**config.mk**
```make
export PLATFORM = sky130hd
export DESIGN_NAME = counter_updn_ld
export DESIGN_NICKNAME = d
export VERILOG_FILES = /design/src/rtl/counter_updn_ld_pkg.sv /design/src/rtl/flopr_en.sv /design/src/rtl/counter_updn_ld.sv
export VERILOG_INCLUDE_DIRS = /design/src /design/src/rtl
export SDC_FILE = /design/constraint.sdc
export NUM_CORES = 1
export LEC_CHECK = 0
export CAP_MARGIN = 40
export CORE_AREA = 3 3 40 42
export CTS_CLUSTER_DIAMETER = 30
export DETAILED_ROUTE_END_ITERATION = 12
export DIE_AREA = 0 0 43 45
export PLACE_DENSITY_LB_ADDON = 0.08
export SYNTH_ARGS = -nofsm -noshare
export SYNTH_HDL_FRONTEND = slang
export SYNTH_SLANG_ARGS = --single-unit
```
**constraint.sdc**
```tcl
create_clock -name clk -period 4.8 [get_ports clk]
set_input_delay 0.96 -clock clk [delete_from_list [all_inputs] [get_ports clk]]
set_output_delay 0.96 -clock clk [all_outputs]
set_load 0.02 [all_outputs]
```
**src/rtl/counter_defs.vh**
```
// Direction and mode encodings shared by the counter family.
`ifndef COUNTER_DEFS_VH
`define COUNTER_DEFS_VH

`define CNT_DIR_UP    1'b1
`define CNT_DIR_DOWN  1'b0

`define CNT_MODE_WRAP 0
`define CNT_MODE_SAT  1

`endif

```
**src/rtl/counter_updn_ld_pkg.sv**
```systemverilog
// Types shared by counter_updn_ld: next-count source select and the step decode helper.
package counter_updn_ld_pkg;

  typedef enum logic [2:0] {
    SEL_HOLD  = 3'd0,
    SEL_CLEAR = 3'd1,
    SEL_LOAD  = 3'd2,
    SEL_INC   = 3'd3,
    SEL_DEC   = 3'd4,
    SEL_TO_LO = 3'd5,
    SEL_TO_HI = 3'd6
  } cnt_sel_e;

  // The window check comes before any arithmetic, so inc/dec never overflow.
  function automatic cnt_sel_e step_sel(input logic up, input logic at_hi,
                                        input logic at_lo, input logic sat);
    cnt_sel_e sel;
    if (up) begin
      sel = at_hi ? (sat ? SEL_HOLD : SEL_TO_LO) : SEL_INC;
    end else begin
      sel = at_lo ? (sat ? SEL_HOLD : SEL_TO_HI) : SEL_DEC;
    end
    return sel;
  endfunction

endpackage

```
**src/rtl/flopr_en.sv**
```systemverilog
// Enabled register with synchronous clear; one-cycle latency, no backpressure.
module flopr_en #(
  parameter int               WIDTH   = 4,
  parameter logic [WIDTH-1:0] RST_VAL = '0
) (
  input  logic             clk,
  input  logic             i_sclr,
  input  logic             i_en,
  input  logic [WIDTH-1:0] i_d,
  output logic [WIDTH-1:0] o_q
);

  logic [WIDTH-1:0] q_d;
  logic [WIDTH-1:0] q_q;

  always_comb begin
    q_d = q_q;
    if (i_en) begin
      q_d = i_d;
    end
  end

  always_ff @(posedge clk) begin
    if (i_sclr) begin
      q_q <= RST_VAL;
    end else begin
      q_q <= q_d;
    end
  end

  assign o_q = q_q;

endmodule

```
**src/rtl/counter_updn_ld.sv**
```systemverilog
`include "counter_defs.vh"
// Windowed up/down counter with clamped load, wrap/saturate, cascade tc and wrap pulse.
// o_tc is zero-latency, o_cnt/o_wrap registered; no backpressure. Option: COUNTER_UPDN_LD_PRESCALE_EN.
module counter_updn_ld
  import counter_updn_ld_pkg::*;
#(
  parameter int               WIDTH    = 4,
  parameter logic [WIDTH-1:0] LLIMIT   = '0,
  parameter logic [WIDTH-1:0] ULIMIT   = {WIDTH{1'b1}},
  parameter int               SATURATE = 0,
  parameter int               PRESCALE = 4
) (
  input  logic             clk,
  input  logic             i_sclr,
  input  logic             i_en,
  input  logic             i_up,
  input  logic             i_load,
  input  logic [WIDTH-1:0] i_ld_val,
  output logic [WIDTH-1:0] o_cnt,
  output logic             o_tc,
  output logic             o_wrap
);

  localparam bit SAT_MODE = (SATURATE == `CNT_MODE_SAT);

  logic             step;
  logic             at_hi;
  logic             at_lo;
  logic             at_limit;
  logic             tc;
  logic             cnt_en;
  logic [WIDTH-1:0] cnt_q;
  logic [WIDTH-1:0] cnt_d;
  logic [WIDTH-1:0] ld_clamped;
  cnt_sel_e         sel;
  logic             wrap_d;
  logic             wrap_q;

  // A misconfigured window or prescale shows up as this block in the elaborated hierarchy.
  if (WIDTH < 2 || LLIMIT >= ULIMIT || PRESCALE < 2) begin : g_bad_params
  end

`ifdef COUNTER_UPDN_LD_PRESCALE_EN
  localparam int              PS_W    = $clog2(PRESCALE);
  localparam logic [PS_W-1:0] PS_LAST = PS_W'(PRESCALE - 1);

  logic [PS_W-1:0] ps_q;
  logic [PS_W-1:0] ps_d;

  always_comb begin
    ps_d = ps_q;
    if (i_load) begin
      ps_d = '0;
    end else if (i_en) begin
      ps_d = (ps_q == PS_LAST) ? '0 : ps_q + PS_W'(1);
    end
  end

  always_ff @(posedge clk) begin
    if (i_sclr) begin
      ps_q <= '0;
    end else begin
      ps_q <= ps_d;
    end
  end

  assign step = i_en & (ps_q == PS_LAST);
`else
  assign step = i_en;
`endif

  assign at_hi    = (cnt_q == ULIMIT);
  assign at_lo    = (cnt_q == LLIMIT);
  assign at_limit = (i_up == `CNT_DIR_UP) ? at_hi : at_lo;
  assign tc       = step & ~i_sclr & ~i_load & at_limit;

  always_comb begin
    ld_clamped = i_ld_val;
    if (i_ld_val >= ULIMIT) begin
      ld_clamped = ULIMIT;
    end else if (i_ld_val <= LLIMIT) begin
      ld_clamped = LLIMIT;
    end
  end

  always_comb begin
    sel = SEL_HOLD;
    if (i_sclr) begin
      sel = SEL_CLEAR;
    end else if (i_load) begin
      sel = SEL_LOAD;
    end else if (step) begin
      sel = step_sel(i_up, at_hi, at_lo, SAT_MODE);
    end
  end

  always_comb begin
    cnt_d = cnt_q;
    case (sel)
      SEL_CLEAR: cnt_d = LLIMIT;
      SEL_LOAD:  cnt_d = ld_clamped;
      SEL_INC:   cnt_d = cnt_q + WIDTH'(1);
      SEL_DEC:   cnt_d = cnt_q - WIDTH'(1);
      SEL_TO_LO: cnt_d = LLIMIT;
      SEL_TO_HI: cnt_d = ULIMIT;
      default:   cnt_d = cnt_q;
    endcase
  end

  assign cnt_en = i_sclr | i_load | step;

  flopr_en #(
    .WIDTH  (WIDTH),
    .RST_VAL(LLIMIT)
  ) u_cnt_reg (
    .clk   (clk),
    .i_sclr(1'b0),
    .i_en  (cnt_en),
    .i_d   (cnt_d),
    .o_q   (cnt_q)
  );

  // A limit hit with a step is a wrap unless the counter saturates there.
  assign wrap_d = tc & ~SAT_MODE;

  always_ff @(posedge clk) begin
    if (i_sclr) begin
      wrap_q <= 1'b0;
    end else begin
      wrap_q <= wrap_d;
    end
  end

  assign o_cnt  = cnt_q;
  assign o_tc   = tc;
  assign o_wrap = wrap_q;

endmodule

```
==> flow_metrics.env <==
export IMPL_min_path_cells=1
export IMPL_core_region_area_mm2=0.001285
export IMPL_finalCriticalPeriod_ns=3.627
export IMPL_dp_hpwl_um=732.9
export IMPL_postRouteAntennaNets=0
export IMPL_fin_util_pct=47.03
export IMPL_cts_buffer_depth=2
export IMPL_final_common_cell="clkdlybuf4s50_1"
export IMPL_total_power_mw=0.1517
export IMPL_synthCells=43
export IMPL_post_cts_buffers=0
export IMPL_viasPerCell=5.132
export IMPL_slew_headroom_pct=74.14
export IMPL_timing_fmax_ghz=0.2757
export IMPL_cts_tree="done"
export IMPL_ys_types=26
export IMPL_reg2reg_slack_ns=2.47
export IMPL_critPathMaxFanout=7
export IMPL_fin_worst_skew_ns=0.002099
export IMPL_cts_hold_buf=0
export IMPL_min_delay_start="u_cnt_reg.o_q[0]"
export IMPL_maxCapViolations=0
export IMPL_layout_common_cells="14 x clkdlybuf4s50_1, 7 x a21oi_1, 4 x edfxtp_1"
export IMPL_period_share_pct=75.56
export IMPL_rsz0062_at_grt="no"
export IMPL_overflow=0
export IMPL_fin_area_um2=604.3
export IMPL_drc=0
export IMPL_whs_ns=0.8007
export IMPL_ys_seq_elements=5
export IMPL_wirelength_um=882
export IMPL_clock_latency_ns=0.25
export IMPL_yosysWarnings=0
export IMPL_status="finished, final reports clean"
export IMPL_initial_core_util_pct=32.62
export IMPL_crit_type="in2out"
export IMPL_pre_cts_ws_ns=1.175
export IMPL_drv_slew=0
export IMPL_clkTransAtPathRegs_ns=0.04
export IMPL_cts_max_level=1
export IMPL_nets=74
export IMPL_required_ns=3.84
export IMPL_start_kind="primary input"
export IMPL_via_count=390
export IMPL_syn_nets=55
export IMPL_routedWlPerCell_um=11.61
export IMPL_yosysSeqAreaShare_pct=33.43
export IMPL_antenna_found_initial=0
export IMPL_die_width_um=43
export IMPL_reg2reg_from="u_cnt_reg.o_q[1]"
export IMPL_gr_usage_all_layers_pct=10.79
export IMPL_cts_num_sinks=5
export IMPL_min_delay_path_class="reg2reg"
export IMPL_ctsResizeCount=0
export IMPL_rows=13
export IMPL_avgSynthCellArea_um2=9.748
export IMPL_power_leakage_nw=0.2228
export IMPL_gp_congestion=0.6978
export IMPL_drt_iter0_markers=5
export IMPL_area_growth_syn_to_layout_pct=44.18
export IMPL_reg2reg_to="u_cnt_reg.o_q[3]"
export IMPL_power_density_mw_per_mm2=251.0
export IMPL_min_to="u_cnt_reg.o_q[0]"
export IMPL_cts_made_buffers=3
export IMPL_hold_viol_final=0
export IMPL_boundaryPins=15
export IMPL_numPortBuffers=14
export IMPL_fin_cells=76
export IMPL_finalWorstSetupSlack_ns=1.173
export IMPL_worstRegToRegCells=7
export IMPL_drive_above_1_share_pct=16.39
export IMPL_endpoint_kind="primary output"
export IMPL_dp_cells=72
export IMPL_cp_arrival_ns=2.67
export IMPL_cts_root_buf="clkbuf_4"
export IMPL_fin_setup_tns_ns=0
export IMPL_syn_area_um2=419.2
export IMPL_post_dp_cell_area_um2=578.1
export IMPL_vdd_ir_drop_worst_mv=0.1539
export IMPL_grt_max_degree=8
export IMPL_worst_pin_slew_ns=0.3872
export IMPL_grt_pass1_wl_um=1462
export IMPL_final_setup_viol_count=0
export IMPL_n_antenna_cell=0
export IMPL_grt_pass1_vias=368
export IMPL_die_h_um=45
export IMPL_dr_pass1_iters=2
export IMPL_dieArea_mm2=0.001935
state kept, by name, summed over array words and instances, names as in the netlist:
| signal | cells |
|---|---|
| u_cnt_reg.o_q | 4 |
| o_wrap | 1 |
cell families after synthesis:
family,count (synthesis),share of synthesized area [%]
simple gates,16,28.06
flops,5,33.43
buf+inv,3,2.686
fa+ha+maj,3,10.75
compound gates,15,22.98
xor+xnor,1,2.090
worst max-delay path, stage by stage:
cell and delay [ns]:
clkdlybuf4s50_1 0.57, or3b_4 0.42, nor2_1 0.11, clkdlybuf4s50_1 0.61
final cells by class:
type                    instances  area (um2)
inverters                       3       11.26
well taps                      15       18.77
repair buffers                 14       140.1
multi-input cells              35       267.8
fillers                       141       680.7
clock buffers                   4       26.28
flip-flops and latches          5       140.1
routing by layer:
| layer | wire length (um) | GRT usage [%] |
|---|---|---|
| met1 | 377 | 11.71 |
| met2 | 397 | 17.07 |
| met3 | 72 | 3.586 |
| met4 | 34 | 9.036 |
| met5 | 0 | 0 |
power breakdown:
group | internal (mW) | switching, mW | leakage, nW
clock | 0.0315 | 0.0184 | 0.0150
combinational | 0.0237 | 0.0201 | 0.155
sequential | 0.0515 | 0.00650 | 0.0530
cell usage after synthesis:
cell	count	area, um2
fa_1	1	20.02
a21oi_1	7	35.03
xnor2_1	1	8.760
nor3b_2	1	12.51
and2_1	1	6.260
edfxtp_1	4	120.1
and3_1	1	6.260
or3_1	1	6.260
o22ai_1	3	18.77
o21ai_1	2	10.01
and3_2	1	7.510
o211ai_2	1	12.51
dfxtp_1	1	20.02
nand2b_1	1	6.260
nand3_1	1	5.000
a211oi_2	1	12.51
ha_1	2	25.02
nor2_1	3	11.26
nor4_4	1	21.27
nand2_1	1	3.750
nand4_1	1	6.260
or2_2	1	6.260
nor3b_1	1	7.510
inv_1	3	11.26
o21bai_1	1	7.510
or3b_4	1	11.26
worst max-delay path by stage:
stage	cells after the start	end	slack, ns	start
final	4	o_tc	1.17	i_en
after detailed placement	4	o_tc	1.18	i_en
after global placement	4	o_tc	1.19	i_en
after CTS	4	o_tc	1.17	i_en
after global routing	4	o_tc	1.12	i_en
after floorplan	7	u_cnt_reg.o_q[3]	1.99	i_sclr
Note: power is estimated with default switching activity, not from simulation.
